## config.mk

```make
export PLATFORM = sky130hd
export DESIGN_NAME = tick_pwm_gen
export DESIGN_NICKNAME = d
export VERILOG_FILES = /design/src/rtl/tick_pwm_pkg.sv /design/src/rtl/tick_pwm_gen_edge_detect.sv /design/src/rtl/tick_pwm_gen.sv
export SDC_FILE = /design/constraint.sdc
export NUM_CORES = 1
export LEC_CHECK = 0
export CAP_MARGIN = 0
export CELL_PAD_IN_SITES_DETAIL_PLACEMENT = 0
export CELL_PAD_IN_SITES_GLOBAL_PLACEMENT = 1
export CORE_UTILIZATION = 25
export CTS_CLUSTER_SIZE = 30
export DETAILED_ROUTE_END_ITERATION = 7
export GPL_TIMING_DRIVEN = 0
export HOLD_SLACK_MARGIN = 0.15
export PLACE_DENSITY_LB_ADDON = 0.1
export SYNTH_ARGS = -nofsm -noshare
export SYNTH_HDL_FRONTEND = slang
export SYNTH_SLANG_ARGS = --single-unit
```

## constraint.sdc

```tcl
create_clock -name Clk -period 7.1 [get_ports Clk]
set_input_delay 2.13 -clock Clk [delete_from_list [all_inputs] [get_ports Clk]]
set_output_delay 2.13 -clock Clk [all_outputs]
set_load 0.02 [all_outputs]
```

## src/rtl/tick_pwm_pkg.sv

```systemverilog
// tick_pwm_pkg
// Shared definitions for the tick-driven PWM generator and its edge detector.
//
// Contents:
//   DefaultWidth - default width of the period/duty registers and tick counter
//   ZeroBit      - reset value for single-bit registers
//   pwmOpE       - what the PWM datapath does on a given Clk cycle
//   decodeOp     - priority decode of enable/tick/period state into a pwmOpE
//
// Optional build macro used by this slice: TICK_PWM_SYNC_EN (see tick_edge_detect).

package tick_pwm_pkg;

  localparam int DefaultWidth = 16;

  localparam logic ZeroBit = 1'b0;

  // One operation per Clk cycle, chosen by decodeOp in priority order:
  //   OpStopped    - Enable low: counter cleared, shadows copied into actives
  //   OpHold       - enabled, no tick: counter holds, output re-evaluated
  //   OpIdleReload - tick while the active period is zero: reload only
  //   OpWrap       - tick on the last count of a period: boundary reload
  //   OpAdvance    - any other tick: count up
  typedef enum logic [2:0] {
    OpStopped,
    OpHold,
    OpIdleReload,
    OpWrap,
    OpAdvance
  } pwmOpE;

  // Enable outranks everything, then the tick itself, then the zero-period
  // case (which must never be treated as a wrap), then the wrap compare.
  function automatic pwmOpE decodeOp(
    input logic enable,
    input logic tick,
    input logic periodZero,
    input logic atWrap
  );
    pwmOpE op;
    op = OpStopped;
    if (!enable) begin
      op = OpStopped;
    end else if (!tick) begin
      op = OpHold;
    end else if (periodZero) begin
      op = OpIdleReload;
    end else if (atWrap) begin
      op = OpWrap;
    end else begin
      op = OpAdvance;
    end
    return op;
  endfunction

endpackage

```

## src/rtl/tick_pwm_gen_edge_detect.sv

```systemverilog
// tick_edge_detect
// Turns the divider's ClkOutput into a one-Clk tick pulse on each rising edge.
// Reusable by any consumer of the divider output.
//
// Build option:
//   TICK_PWM_SYNC_EN defined   - TickIn first passes a 2-flop synchronizer
//                                (reset to 0), for a divider in another clock
//                                domain; tick-to-output latency is 3 Clk cycles.
//   TICK_PWM_SYNC_EN undefined - TickIn feeds the edge detector directly and
//                                must already be synchronous to Clk.
//
// Ports:
//   Clk    in   system clock
//   Reset  in   asynchronous active-low reset
//   TickIn in   divided clock level
//   Tick   out  combinational pulse, high for the one cycle in which the
//               (optionally synchronized) level is high but was low last cycle

module tick_edge_detect
  import tick_pwm_pkg::*;
(
  input  logic Clk,
  input  logic Reset,
  input  logic TickIn,
  output logic Tick
);

  logic tickLevel;
  logic tickPrev;

`ifdef TICK_PWM_SYNC_EN
  logic syncMeta;
  logic syncOut;

  // Two-stage synchronizer for a TickIn launched from a foreign clock.
  // Both stages clear on reset so no phantom tick appears after release.
  always_ff @(posedge Clk or negedge Reset) begin
    if (!Reset) begin
      syncMeta <= ZeroBit;
      syncOut  <= ZeroBit;
    end else begin
      syncMeta <= TickIn;
      syncOut  <= syncMeta;
    end
  end

  assign tickLevel = syncOut;
`else
  assign tickLevel = TickIn;
`endif

  // Previous level, tracked every cycle regardless of Enable downstream, so a
  // level held high produces exactly one tick.
  always_ff @(posedge Clk or negedge Reset) begin
    if (!Reset) begin
      tickPrev <= ZeroBit;
    end else begin
      tickPrev <= tickLevel;
    end
  end

  // Left combinational so the PWM registers react on the same edge that first
  // samples the level high.
  assign Tick = tickLevel & ~tickPrev;

endmodule

```

## src/rtl/tick_pwm_gen.sv

```systemverilog
// tick_pwm_gen
// PWM generator clocked by ticks from the frequency divider. Period and duty
// are counted in ticks and written through shadow registers; the active copies
// only change at a period boundary, while stopped, or while the active period
// is zero, so a running waveform never sees a half-applied update.
//
// Waveform: with period P>0 and duty D, PwmOut is high for min(D,P) of every
// P ticks (D=0 constant low, D>=P constant high). PeriodDone pulses for one
// Clk at every wrap. P=0 keeps the output low and never signals PeriodDone.
//
// Build option: TICK_PWM_SYNC_EN adds a 2-flop TickIn synchronizer inside
// tick_edge_detect (tick-to-output latency 3 Clk instead of 1).
//
// Parameters:
//   WIDTH        width of period, duty and tick counter (default 16)
//
// Ports:
//   Clk          in   system clock (divider runs on the same clock)
//   Reset        in   asynchronous active-low reset
//   TickIn       in   divider ClkOutput, rising edge = one tick
//   Din          in   configuration data
//   ConfigPeriod in   load Din into the period shadow
//   ConfigDuty   in   load Din into the duty shadow
//   Enable       in   run/stop control
//   PwmOut       out  registered PWM output
//   PeriodDone   out  one-Clk pulse at each period wrap

module tick_pwm_gen
  import tick_pwm_pkg::*;
#(
  parameter int WIDTH = DefaultWidth
) (
  input  logic             Clk,
  input  logic             Reset,
  input  logic             TickIn,
  input  logic [WIDTH-1:0] Din,
  input  logic             ConfigPeriod,
  input  logic             ConfigDuty,
  input  logic             Enable,
  output logic             PwmOut,
  output logic             PeriodDone
);

  localparam logic [WIDTH-1:0] One = WIDTH'(1);

  logic             tick;
  logic [WIDTH-1:0] periodShadow;
  logic [WIDTH-1:0] dutyShadow;
  logic [WIDTH-1:0] periodActive;
  logic [WIDTH-1:0] dutyActive;
  logic [WIDTH-1:0] cnt;
  logic [WIDTH-1:0] cntInc;
  logic [WIDTH-1:0] periodLast;
  logic             periodZero;
  logic             atWrap;
  pwmOpE            op;

  tick_edge_detect uEdge (
    .Clk    (Clk),
    .Reset  (Reset),
    .TickIn (TickIn),
    .Tick   (tick)
  );

  // cnt stays below periodActive, which is at most 2^WIDTH-1, so the
  // increment cannot overflow. periodLast wraps to all-ones when the period
  // is zero, but that case is decoded ahead of the wrap compare.
  assign cntInc     = cnt + One;
  assign periodLast = periodActive - One;
  assign periodZero = (periodActive == '0);
  assign atWrap     = (cnt == periodLast);

  // Pick this cycle's datapath operation.
  always_comb begin
    op = decodeOp(Enable, tick, periodZero, atWrap);
  end

  // Shadow registers accept writes on any cycle, enabled or not. Asserting
  // both strobes loads the same Din into both.
  always_ff @(posedge Clk or negedge Reset) begin
    if (!Reset) begin
      periodShadow <= '0;
      dutyShadow   <= '0;
    end else begin
      if (ConfigPeriod) begin
        periodShadow <= Din;
      end
      if (ConfigDuty) begin
        dutyShadow <= Din;
      end
    end
  end

  // Counter, active registers and registered outputs. A shadow write landing
  // on the same edge as a wrap is not seen by that wrap: the active copies
  // take the pre-write shadow values and the new one waits for the next
  // boundary. At a wrap the output is computed from the incoming shadow
  // values because the active copies are being replaced on this same edge.
  always_ff @(posedge Clk or negedge Reset) begin
    if (!Reset) begin
      periodActive <= '0;
      dutyActive   <= '0;
      cnt          <= '0;
      PwmOut       <= ZeroBit;
      PeriodDone   <= ZeroBit;
    end else begin
      case (op)
        OpStopped: begin
          cnt          <= '0;
          periodActive <= periodShadow;
          dutyActive   <= dutyShadow;
          PwmOut       <= ZeroBit;
          PeriodDone   <= ZeroBit;
        end
        OpHold: begin
          PwmOut     <= !periodZero && (cnt < dutyActive);
          PeriodDone <= ZeroBit;
        end
        OpIdleReload: begin
          cnt          <= '0;
          periodActive <= periodShadow;
          dutyActive   <= dutyShadow;
          PwmOut       <= ZeroBit;
          PeriodDone   <= ZeroBit;
        end
        OpWrap: begin
          cnt          <= '0;
          periodActive <= periodShadow;
          dutyActive   <= dutyShadow;
          PwmOut       <= (periodShadow != '0) && (dutyShadow != '0);
          PeriodDone   <= 1'b1;
        end
        OpAdvance: begin
          cnt        <= cntInc;
          PwmOut     <= (cntInc < dutyActive);
          PeriodDone <= ZeroBit;
        end
        default: begin
          PwmOut     <= ZeroBit;
          PeriodDone <= ZeroBit;
        end
      endcase
    end
  end

endmodule

```

==> impl_metrics.prom, run 1 <==
# TYPE chip_impl_metric gauge
chip_impl_info{name="run_status",value="finished, final reports clean"} 1
chip_impl_metric{name="timing_hold_violations_final",unit=""} 0
chip_impl_info{name="top_usage_layer",value="met2"} 1
chip_impl_info{name="type_of_the_worst_setup_path",value="in2reg"} 1
chip_impl_metric{name="clock_insertion_delay_worst_skew",unit="ns"} 0.34
chip_impl_info{name="synthDominantAreaCellType",value="dfrtp_1"} 1
chip_impl_info{name="synth_top_family_by_area",value="multiplexers"} 1
chip_impl_info{name="yosys-top-cells-area",value="dfrtp_1 (42%), mux2_4 (9.0%), ha_1 (8.0%), mux2_2 (7.9%), xnor2_1 (3.7%)"} 1
chip_impl_metric{name="post_synth_instance_area",unit="µm²"} 5000
chip_impl_metric{name="layout-drive-gt1-share",unit="%"} 20.0
chip_impl_metric{name="h-tree-depth",unit=""} 3
chip_impl_metric{name="number_of_resized_instances_in_the_post_cts_repair_step",unit=""} 0
chip_impl_metric{name="cts_buffers",unit=""} 9
chip_impl_metric{name="asyncSetResetFlopFracSynth",unit="%"} 100
chip_impl_info{name="grt_setup_unrepaired",value="no"} 1
chip_impl_metric{name="slew_headroom",unit="%"} 36.8
chip_impl_metric{name="yosys_warnings",unit=""} 0
chip_impl_info{name="hold_class",value="reg2reg"} 1
chip_impl_info{name="critical_path.slowest_cell",value="clkdlybuf4s50_1"} 1
chip_impl_metric{name="final_critical_path_time_including_i_o_delays_and_setup",unit="ns"} 4.14
chip_impl_metric{name="power.ir.vdd_worst",unit="mV"} 0.104
chip_impl_metric{name="routed_wire_length_per_instance",unit="µm"} 17.7
chip_impl_metric{name="n_antenna_cell",unit=""} 0
chip_impl_metric{name="gr_usage_total",unit="%"} 14.0
chip_impl_metric{name="final_core_util",unit="%"} 29.9
chip_impl_metric{name="width_of_the_chip",unit="µm"} 143
chip_impl_metric{name="gp_congestion",unit=""} 0.793
chip_impl_metric{name="slew_viol_final",unit=""} 0
chip_impl_metric{name="synth_compound_gate_area_share",unit="%"} 10.8
chip_impl_metric{name="synthesized_instance_count",unit=""} 443
chip_impl_metric{name="avgViaCountPerCell",unit=""} 4.64
chip_impl_metric{name="post-route-period-util",unit="%"} 58.3
chip_impl_info{name="synth_commonest_cells",value="dfrtp_1 (83), mux2_2 (35), ha_1 (32), mux2_4 (30), inv_1 (23)"} 1
chip_impl_metric{name="yosys.area_share.adder",unit="%"} 8.01
chip_impl_metric{name="areaGrowthSynthToFinish",unit="%"} 16.8
chip_impl_metric{name="drcViolationCount",unit=""} 0
chip_impl_info{name="endpoint_kind",value="flop"} 1
chip_impl_metric{name="clock_path_buffers",unit=""} 2
chip_impl_metric{name="portBuffers",unit=""} 21
chip_impl_metric{name="synth_seq_cells",unit=""} 83
chip_impl_metric{name="synth_xor_xnor_area_share",unit="%"} 6.13
chip_impl_metric{name="power.density",unit="nW/µm²"} 225
chip_impl_metric{name="syn-num-nets",unit=""} 497
chip_impl_metric{name="fillers",unit=""} 2074
chip_impl_metric{name="number_of_antenna_violations_at_the_first_check_in_global_routing",unit=""} 0
chip_impl_metric{name="ioPinCount",unit=""} 24
chip_impl_metric{name="critPathRequiredTime",unit="ns"} 7.36
chip_impl_metric{name="detail_route.wirelength",unit="µm"} 13200
chip_impl_metric{name="die_area",unit="µm²"} 20600
chip_impl_metric{name="synth_seq_area_share",unit="%"} 41.6
chip_impl_metric{name="synth_area_per_cell",unit="µm²"} 11.3
chip_impl_metric{name="synth-edff-count",unit=""} 0
chip_impl_info{name="worst_setup_path_start_kind",value="input pin"} 1
chip_impl_metric{name="grt_pass1_wl",unit="µm"} 21200
chip_impl_metric{name="path_clk_slew",unit="ns"} 0.07
chip_impl_metric{name="yosys-mux-area-fraction",unit="%"} 17.1
chip_impl_metric{name="placementRows",unit=""} 51
chip_impl_metric{name="detail-route-antenna-nets",unit=""} 0
chip_impl_info{name="synthMostInstantiatedCell",value="dfrtp_1"} 1
chip_impl_metric{name="actual_transition_at_the_worst_max_transition_pin",unit="ns"} 0.939
chip_impl_metric{name="place.detailed.hpwl",unit="µm"} 10300
chip_impl_metric{name="gr-usage-met2",unit="%"} 21.6
chip_impl_metric{name="critical_path_arrival",unit="ns"} 4.40
chip_impl_metric{name="die_h",unit="µm"} 143
chip_impl_metric{name="report.final.setup_viol",unit=""} 0
chip_impl_metric{name="ys_types",unit=""} 49
chip_impl_metric{name="via_count",unit=""} 3459
chip_impl_metric{name="yosys.area.top_type_share",unit="%"} 41.6
chip_impl_metric{name="synth-simple-area-share",unit="%"} 11.5
chip_impl_info{name="crit_path_cell_trace",value="clkdlybuf4s50_1, o41a_1, and2_1, clkbuf_1, clkbuf_1, a31oi_1, a31oi_1"} 1
chip_impl_metric{name="cpPeakStageDelay",unit="ns"} 0.57
chip_impl_info{name="cts.root.buffer_cell",value="clkbuf_16"} 1
chip_impl_metric{name="largest_net_degree_at_the_start_of_global_routing",unit=""} 53
chip_impl_metric{name="grt_remaining_overflow",unit=""} 0
chip_impl_metric{name="met1_usage",unit="%"} 19.5
chip_impl_info{name="synth_top_flop_cell",value="dfrtp_1"} 1
chip_impl_metric{name="finalClockSkew",unit="ns"} 0.00917
chip_impl_metric{name="globalRouteMet3Util",unit="%"} 2.80
chip_impl_metric{name="cts_setup_buffers",unit=""} 0
chip_impl_metric{name="power.leakage",unit="nW"} 2.53
chip_impl_metric{name="initialDrtViolationCount",unit=""} 147
chip_impl_metric{name="nets",unit=""} 530
chip_impl_metric{name="max_cap_viol_count",unit=""} 0
chip_impl_info{name="cts_tree",value="done"} 1
chip_impl_metric{name="holdBufCountCts",unit=""} 0
chip_impl_metric{name="placeableCoreArea",unit="µm²"} 19500
chip_impl_metric{name="setup_total_negative_slack",unit="ns"} 0
chip_impl_metric{name="drt_pass1_iterations",unit=""} 4
chip_impl_metric{name="worst-path-max-fanout",unit=""} 10
chip_impl_metric{name="grt_pass1_vias",unit=""} 3540
chip_impl_metric{name="numClockSinks",unit=""} 83
chip_impl_metric{name="effective_utilization_at_floorplan",unit="%"} 25.6
chip_impl_metric{name="fmax",unit="MHz"} 242
-- metrics by stage --
step / std cells / total power, mW / hold slack [ns] / worst slack (ns) / instance area [µm²]
global placement: 729 / 0.878 / 0.502 / 0.573 / 5540
CTS: 745 / 1.34 / 0.522 / 2.97 / 5840
floorplan: 443 / 0.786 / 0.481 / 3.66 / 5000
detailed placement: 730 / 0.882 / 0.507 / 2.62 / 5560
finish: 745 / 1.32 / 0.518 / 2.96 / 5840
global route: 745 / 1.40 / 0.535 / 2.55 / 5840
-- cells by family (layout without fill, tap and decap cells) --
| group | Yosys count | after routing |
|---|---|---|
| buffers and inverters | 47 | 84 |
| muxes | 66 | 66 |
| xor gates and xnor gates | 35 | 35 |
| DFF | 83 | 83 |
| and+or+nand+nor | 105 | 105 |
| adders and majority gates | 32 | 32 |
| AOI/OAI and AO/OA | 75 | 75 |
-- metal layers --
metal | wire length [µm] | up-vias
met3 | 407 | 8
met1 | 6570 | 1699
li1 | - | 1699
met5 | 0 | -
met4 | 169 | 0
met2 | 6010 | 53
-- layout make-up --
class | count | area, µm² | area share [%]
clock inverter | 6 | 48.8 | 0.836
multi-input combinational | 313 | 2680 | 45.8
buffer | 24 | 158 | 2.70
timing repair buffer | 22 | 235 | 4.03
sequential | 83 | 2080 | 35.6
clock buffer | 9 | 225 | 3.86
tap | 265 | 332 | 5.68
inverter | 23 | 86.3 | 1.48
-- power breakdown --
group          leakage (nW)  internal [mW]  switching [mW]
combinational          1.40          0.145           0.136
clock                 0.125          0.239           0.207
sequential             1.01          0.529          0.0595
-- worst max-delay path: cells and delay by family --
kind | cells | cell delay (ns)
and+or+nand+nor | 1 | 0.17
AOI/OAI and AO/OA | 3 | 0.71
buffers and inverters | 3 | 1.39
-- final timing paths --
path,cells after the start,to,slack [ns],startpoint
max,7,cnt[11],2.96,Enable
min,1,dutyActive[14],0.52,dutyActive[14]
max reg2reg,16,PwmOut,3.03,cnt[2]
min reg2reg,1,dutyActive[14],0.52,dutyActive[14]
max in group asynchronous,2,periodShadow[5],4.73,Reset
min in group asynchronous,1,cnt[15],1.74,Reset
-- registers in the layout, indices dropped and copies added (netlist names) --
register,count
PwmOut,1
PeriodDone,1
dutyShadow,16
periodShadow,16
cnt,16
dutyActive,16
uEdge.tickPrev,1
periodActive,16
-- layout by cell type (no fill, tap or decap), types with 3 or more instances in the layout --
| master | instances |
|---|---|
| a211oi_1 | 9 |
| a21o_1 | 9 |
| a21oi_1 | 11 |
| a31oi_1 | 16 |
| a32o_1 | 7 |
| and3_1 | 4 |
| buf_12 | 3 |
| clkbuf_1 | 16 |
| clkbuf_16 | 9 |
| clkdlybuf4s50_1 | 20 |
| clkinvlp_4 | 3 |
| dfrtp_1 | 83 |
| ha_1 | 32 |
| inv_1 | 23 |
| inv_6 | 3 |
| mux2_2 | 35 |
| mux2_4 | 30 |
| nand2_1 | 17 |
| nand2b_1 | 5 |
| nand3_1 | 11 |
| nand4_1 | 14 |
| nor2_1 | 17 |
| nor3_1 | 10 |
| nor4_1 | 13 |
| o21ai_0 | 11 |
| xnor2_1 | 21 |
| xor2_1 | 14 |
Note: power is estimated with default switching activity, not from simulation.
==> run 2: changes to the inputs <==
==> constraint.sdc (replaced) <==
create_clock -name Clk -period 4.25 [get_ports Clk]
set_input_delay 1.275 -clock Clk [delete_from_list [all_inputs] [get_ports Clk]]
set_output_delay 1.275 -clock Clk [all_outputs]
set_load 0.02 [all_outputs]
==> run 2 against run 1 <==
Utilization about the same. Largest cell class unchanged. Total power up 67%. Sequential share of layout area about the same. Critical path depth up 6. First-iteration DRC count up 2.0%. Setup slack worse by 2.6 ns.
==> impl_metrics.prom, run 2 (same netlist as run 1, synthesis figures left out) <==
# TYPE chip_impl_metric gauge
chip_impl_info{name="run_status",value="finished, final reports clean"} 1
chip_impl_metric{name="portBuffers",unit=""} 21
chip_impl_metric{name="placementRows",unit=""} 51
chip_impl_metric{name="actual_transition_at_the_worst_max_transition_pin",unit="ns"} 0.940
chip_impl_metric{name="critical_path_arrival",unit="ns"} 4.09
chip_impl_metric{name="areaGrowthSynthToFinish",unit="%"} 17.0
chip_impl_metric{name="nets",unit=""} 530
chip_impl_metric{name="initialDrtViolationCount",unit=""} 150
chip_impl_metric{name="clock_insertion_delay_worst_skew",unit="ns"} 0.35
chip_impl_metric{name="timing_hold_violations_final",unit=""} 0
chip_impl_metric{name="report.power.total",unit="mW"} 2.20
chip_impl_metric{name="slew_viol_final",unit=""} 0
chip_impl_info{name="endpoint_kind",value="flop"} 1
chip_impl_metric{name="critPathRequiredTime",unit="ns"} 4.49
chip_impl_metric{name="power.leakage",unit="nW"} 2.53
chip_impl_metric{name="numClockSinks",unit=""} 83
chip_impl_metric{name="detail_route.wirelength",unit="µm"} 13200
chip_impl_metric{name="postLayoutSetupSlackWorst",unit="ns"} 0.402
chip_impl_metric{name="gp_congestion",unit=""} 0.793
chip_impl_metric{name="grt_pass1_vias",unit=""} 3540
chip_impl_metric{name="die_h",unit="µm"} 143
chip_impl_metric{name="worst_hold_slack",unit="ns"} 0.518
chip_impl_metric{name="grt_remaining_overflow",unit=""} 0
chip_impl_info{name="cts.root.buffer_cell",value="clkbuf_16"} 1
chip_impl_info{name="critical_path.slowest_cell",value="nor4_1"} 1
chip_impl_info{name="hold_class",value="reg2reg"} 1
chip_impl_metric{name="setup_total_negative_slack",unit="ns"} 0
chip_impl_metric{name="h-tree-depth",unit=""} 3
chip_impl_metric{name="worst-path-max-fanout",unit=""} 8
chip_impl_metric{name="place.detailed.hpwl",unit="µm"} 10300
chip_impl_metric{name="post-route-period-util",unit="%"} 90.5
chip_impl_metric{name="n_antenna_cell",unit=""} 0
chip_impl_metric{name="layout-drive-gt1-share",unit="%"} 20.4
chip_impl_metric{name="routed_wire_length_per_instance",unit="µm"} 17.7
chip_impl_metric{name="max_cap_viol_count",unit=""} 0
chip_impl_metric{name="path_clk_slew",unit="ns"} 0.07
chip_impl_metric{name="holdBufCountCts",unit=""} 0
chip_impl_info{name="worst_setup_path_start_kind",value="flop"} 1
chip_impl_metric{name="fmax",unit="MHz"} 260
chip_impl_info{name="grt_setup_unrepaired",value="no"} 1
chip_impl_info{name="most-common-layout-cells",value="dfrtp_1 (83), mux2_2 (35), ha_1 (32), mux2_4 (30), inv_1 (23)"} 1
chip_impl_info{name="leading_cell_type_in_the_layout_fill_and_taps_excluded",value="dfrtp_1"} 1
chip_impl_metric{name="cpPeakStageDelay",unit="ns"} 0.81
chip_impl_metric{name="worst-path-buf-inv",unit=""} 0
chip_impl_metric{name="power.ir.vdd_worst",unit="mV"} 0.177
chip_impl_metric{name="cts_setup_buffers",unit=""} 0
chip_impl_metric{name="final_critical_path_time_including_i_o_delays_and_setup",unit="ns"} 3.85
chip_impl_metric{name="cts_buffers",unit=""} 9
chip_impl_metric{name="number_of_resized_instances_in_the_post_cts_repair_step",unit=""} 0
chip_impl_metric{name="gr_usage_total",unit="%"} 14.0
chip_impl_metric{name="number_of_antenna_violations_at_the_first_check_in_global_routing",unit=""} 0
chip_impl_metric{name="detail-route-antenna-nets",unit=""} 0
chip_impl_metric{name="clock_path_buffers",unit=""} 2
chip_impl_info{name="cts_tree",value="done"} 1
chip_impl_info{name="crit_path_cell_trace",value="ha_1, nand3_1, nor4_1, nand3_1, nor2_1, xnor2_1, ha_1, a21o_1, a21oi_1, o21ai_0, a21oi_1, nor2_1, a211oi_1"} 1
chip_impl_metric{name="effective_utilization_at_floorplan",unit="%"} 25.6
chip_impl_info{name="cpLargestDelayFamily",value="simple AND/OR/NAND/NOR gates"} 1
chip_impl_metric{name="report.final.setup_viol",unit=""} 0
chip_impl_metric{name="avgViaCountPerCell",unit=""} 4.65
chip_impl_metric{name="width_of_the_chip",unit="µm"} 143
chip_impl_metric{name="drt_pass1_iterations",unit=""} 4
chip_impl_metric{name="slew_headroom",unit="%"} 36.7
chip_impl_metric{name="ioPinCount",unit=""} 24
chip_impl_metric{name="placeableCoreArea",unit="µm²"} 19500
chip_impl_metric{name="power.density",unit="nW/µm²"} 376
chip_impl_metric{name="grt_pass1_wl",unit="µm"} 21200
chip_impl_metric{name="largest_net_degree_at_the_start_of_global_routing",unit=""} 53
chip_impl_metric{name="preCtsSetupSlack",unit="ns"} 0.171
chip_impl_metric{name="drcViolationCount",unit=""} 0
chip_impl_metric{name="die_area",unit="µm²"} 20600
chip_impl_metric{name="via_count",unit=""} 3461
chip_impl_metric{name="finalClockSkew",unit="ns"} 0.00811
chip_impl_info{name="type_of_the_worst_setup_path",value="reg2reg"} 1
chip_impl_metric{name="fillers",unit=""} 2073
## run 2: cell count changes in the layout (fill, tap and decap cells not counted)
cell	previous run	this run
clkbuf_1	16	15
clkbuf_2	1	2
nor3_1	10	9
nor3_2	0	1
## run 2: routing by layer
layer | GRT usage [%] | part of all wire (%)
met1 | 19.5 | 50
met2 | 21.6 | 45
met3 | 2.80 | 2.9
met4 | 4.48 | 1.6
met5 | 0 | 0
## run 2: worst register-to-register path, stage by stage (launching register included)
cell and delay [ns]:
dfrtp_1 0.49, ha_1 0.32, nand3_1 0.18, nor4_1 0.81, nand3_1 0.29, nor2_1 0.19
xnor2_1 0.18, ha_1 0.30, a21o_1 0.17, a21oi_1 0.17, o21ai_0 0.11, a21oi_1 0.18
nor2_1 0.06, a211oi_1 0.29
## run 2: worst paths after layout
check                           slack, ns            from              end  depth (start not counted)
worst max register to register       0.40          cnt[0]           PwmOut                         13
worst max-delay path                 0.40          cnt[0]           PwmOut                         13
worst min register to register       0.52  dutyActive[14]   dutyActive[14]                          1
min in group asynchronous            0.89           Reset          cnt[15]                          1
worst min-delay path                 0.52  dutyActive[14]   dutyActive[14]                          1
max in group asynchronous            2.74           Reset  periodShadow[5]                          2
## run 2: cell type report
cell class	count	area (µm²)	share of cell area, %
Multi-Input combinational cell	313	2680	45.9
Sequential cell	83	2080	35.5
Tap cell	265	332	5.67
Timing Repair Buffer	22	235	4.02
Clock buffer	9	225	3.85
Buffer	24	159	2.72
Inverter	23	86.3	1.48
Clock inverter	6	48.8	0.835
## run 2: stage by stage
| step | std cells | cell area, µm² | utilization [%] |
|---|---|---|---|
| 4_1_cts | 745 | 5840 | 29.9 |
| 5_1_grt | 745 | 5840 | 29.9 |
| 3_3_place_gp | 729 | 5540 | 28.4 |
| 3_5_place_dp | 730 | 5560 | 28.5 |
| 6_report | 745 | 5840 | 29.9 |
| 2_1_floorplan | 443 | 5000 | - |
## run 2: where the power goes
part | switching, mW | internal, mW | total (mW)
Clock | 0.348 | 0.399 | 0.747
Combinational | 0.226 | 0.243 | 0.469
Sequential | 0.0997 | 0.884 | 0.984
Total | 0.674 | 1.53 | 2.20
==> run 3: changes to the inputs <==
--- a/config.mk
+++ b/config.mk
@@ -5,10 +5,10 @@
 export SDC_FILE = /design/constraint.sdc
 export NUM_CORES = 1
 export LEC_CHECK = 0
-export CAP_MARGIN = 0
+export CAP_MARGIN = 40
 export CELL_PAD_IN_SITES_DETAIL_PLACEMENT = 0
 export CELL_PAD_IN_SITES_GLOBAL_PLACEMENT = 1
-export CORE_UTILIZATION = 25
+export CORE_UTILIZATION = 40
 export CTS_CLUSTER_SIZE = 30
 export DETAILED_ROUTE_END_ITERATION = 7
 export GPL_TIMING_DRIVEN = 0
==> run 3 against run 2 <==
Global-route usage increased by 6.2 points. First-iteration DRC count is 51% higher. Clock skew about the same. Critical path depth increased by 3. Clock-buffer cell count up 2. Routed wire length decreased by 12%. Design area fell by 1.8%. Largest power group unchanged. Sequential cell count stayed put. Register-to-register slack improved by 0.02 ns. Cell count decreased by 13%. Clock power shrank 1%.
==> impl_metrics.prom, run 3 (same netlist as run 1, synthesis figures left out) <==
# TYPE chip_impl_metric gauge
chip_impl_info{name="critical_path.slowest_cell",value="clkbuf_1"} 1
chip_impl_metric{name="holdBufCountCts",unit=""} 0
chip_impl_metric{name="areaGrowthSynthToFinish",unit="%"} 14.8
chip_impl_metric{name="ioPinCount",unit=""} 24
chip_impl_metric{name="layoutNonFillerInstCount",unit=""} 650
chip_impl_metric{name="grt_pass1_vias",unit=""} 3536
chip_impl_metric{name="detail-route-antenna-nets",unit=""} 0
chip_impl_metric{name="power.density",unit="nW/µm²"} 380
chip_impl_metric{name="grt_remaining_overflow",unit=""} 0
chip_impl_metric{name="slew_viol_final",unit=""} 0
chip_impl_metric{name="preCtsSetupSlack",unit="ns"} 0.345
chip_impl_metric{name="report.power.total",unit="mW"} 2.18
chip_impl_metric{name="max_cap_viol_count",unit=""} 0
chip_impl_metric{name="detail_route.wirelength",unit="µm"} 11600
chip_impl_metric{name="numClockSinks",unit=""} 83
chip_impl_metric{name="via_count",unit=""} 3494
chip_impl_metric{name="timing_hold_violations_final",unit=""} 0
chip_impl_info{name="cpLargestDelayFamily",value="simple AND/OR/NAND/NOR gates"} 1
chip_impl_metric{name="die_area",unit="µm²"} 12900
chip_impl_info{name="endpoint_kind",value="flop"} 1
chip_impl_info{name="cts_tree",value="done"} 1
chip_impl_metric{name="fmax",unit="MHz"} 261
chip_impl_metric{name="dp_cells",unit=""} 634
chip_impl_info{name="worst_setup_path_start_kind",value="flop"} 1
chip_impl_metric{name="placementRows",unit=""} 40
chip_impl_metric{name="report.final.setup_viol",unit=""} 0
chip_impl_metric{name="worst_hold_slack",unit="ns"} 0.514
chip_impl_metric{name="largest_net_degree_at_the_start_of_global_routing",unit=""} 54
chip_impl_metric{name="n_antenna_cell",unit=""} 0
chip_impl_metric{name="slew_headroom",unit="%"} 43.7
chip_impl_metric{name="post-route-period-util",unit="%"} 90.0
chip_impl_metric{name="clock_path_buffers",unit=""} 2
chip_impl_metric{name="finish.instance_area",unit="µm²"} 5740
chip_impl_metric{name="initialDrtViolationCount",unit=""} 227
chip_impl_metric{name="clock_insertion_delay_worst_skew",unit="ns"} 0.34
chip_impl_metric{name="cts_buffers",unit=""} 9
chip_impl_info{name="run_status",value="finished, final reports clean"} 1
chip_impl_metric{name="worst-path-buf-inv",unit=""} 2
chip_impl_info{name="most-common-layout-cells",value="dfrtp_1 (83), mux2_2 (35), ha_1 (32), mux2_4 (30), inv_1 (23)"} 1
chip_impl_metric{name="drcViolationCount",unit=""} 0
chip_impl_metric{name="die_h",unit="µm"} 114
chip_impl_metric{name="drt_pass1_iterations",unit=""} 4
chip_impl_info{name="hold_class",value="reg2reg"} 1
chip_impl_info{name="cts.root.buffer_cell",value="clkbuf_16"} 1
chip_impl_metric{name="routed_wire_length_per_instance",unit="µm"} 17.8
chip_impl_metric{name="power.ir.vdd_worst",unit="mV"} 0.248
chip_impl_metric{name="power.leakage",unit="nW"} 2.54
chip_impl_metric{name="worst-path-max-fanout",unit=""} 10
chip_impl_metric{name="h-tree-depth",unit=""} 3
chip_impl_metric{name="actual_transition_at_the_worst_max_transition_pin",unit="ns"} 0.838
chip_impl_metric{name="path_clk_slew",unit="ns"} 0.06
chip_impl_metric{name="final_critical_path_time_including_i_o_delays_and_setup",unit="ns"} 3.83
chip_impl_metric{name="portBuffers",unit=""} 21
chip_impl_metric{name="finalClockSkew",unit="ns"} 0.00778
chip_impl_metric{name="postLayoutSetupSlackWorst",unit="ns"} 0.424
chip_impl_info{name="type_of_the_worst_setup_path",value="reg2reg"} 1
chip_impl_metric{name="critical_path_arrival",unit="ns"} 4.07
chip_impl_metric{name="nets",unit=""} 531
chip_impl_metric{name="placed_cell_area",unit="µm²"} 5450
chip_impl_metric{name="place.detailed.hpwl",unit="µm"} 9050
chip_impl_metric{name="critPathRequiredTime",unit="ns"} 4.49
chip_impl_metric{name="avgViaCountPerCell",unit=""} 5.38
chip_impl_metric{name="placeableCoreArea",unit="µm²"} 12100
chip_impl_metric{name="cpPeakStageDelay",unit="ns"} 0.41
chip_impl_metric{name="layout-drive-gt1-share",unit="%"} 20.3
chip_impl_metric{name="grt_pass1_wl",unit="µm"} 19400
chip_impl_metric{name="width_of_the_chip",unit="µm"} 114
chip_impl_metric{name="effective_utilization_at_floorplan",unit="%"} 41.3
chip_impl_info{name="crit_path_cell_trace",value="clkbuf_1, nand2_1, nor3_2, and3_1, clkbuf_1, and3_1, nand3_1, xnor2_1, ha_1, a21o_1, a21o_1, a21oi_1, o21ai_0, a21oi_1, nor2_1, a211oi_1"} 1
chip_impl_metric{name="gp_congestion",unit=""} 0.770
chip_impl_metric{name="number_of_antenna_violations_at_the_first_check_in_global_routing",unit=""} 0
chip_impl_metric{name="gr_usage_total",unit="%"} 20.1
chip_impl_info{name="leading_cell_type_in_the_layout_fill_and_taps_excluded",value="dfrtp_1"} 1
chip_impl_info{name="grt_setup_unrepaired",value="no"} 1
run 3: worst paths after layout:
path	slack, ns	depth (start not counted)	from	endpoint
hold reg to reg	0.51	1	dutyActive[5]	dutyActive[5]
setup reg to reg	0.42	16	cnt[2]	PwmOut
setup / recovery	0.42	16	cnt[2]	PwmOut
hold / removal	0.51	1	dutyActive[5]	dutyActive[5]
min in group asynchronous	0.87	1	Reset	cnt[5]
max in group asynchronous	2.77	2	Reset	periodActive[11]
run 3: repair_timing:
action / in CTS / in global routing
gates resized for setup: 0 / 1
setup endpoints to repair: 0 / 1
setup buffers: 0 / 0
run 3: cell type report:
class	instances	area (µm²)
timing repair buffer	23	245
multi-input combinational	313	2680
tap	168	210
buffer	24	158
fill	1188	6370
clock buffer	11	243
inverter	23	86.3
sequential	83	2080
clock inverter	5	37.5
run 3: where the power goes:
part	internal, mW	leakage, nW	switching (mW)
sequential	0.884	1.01	0.0957
clock	0.414	0.132	0.322
combinational	0.242	1.40	0.223
run 3: per-layer routing:
layer,vias up,track usage (%),part of all wire (%)
met5,-,0,0
met4,0,7.79,1.9
met3,16,2.82,3.0
met2,51,31.4,46
met1,1707,28.4,49
li1,1720,-,-
run 3: metrics by stage:
stage	TNS [ns]	utilization [%]
after floorplan	0	-
after global placement	-98.96	44.7
after detailed placement	0	45.0
after CTS	0	47.3
after global routing	0	47.4
final	0	47.4
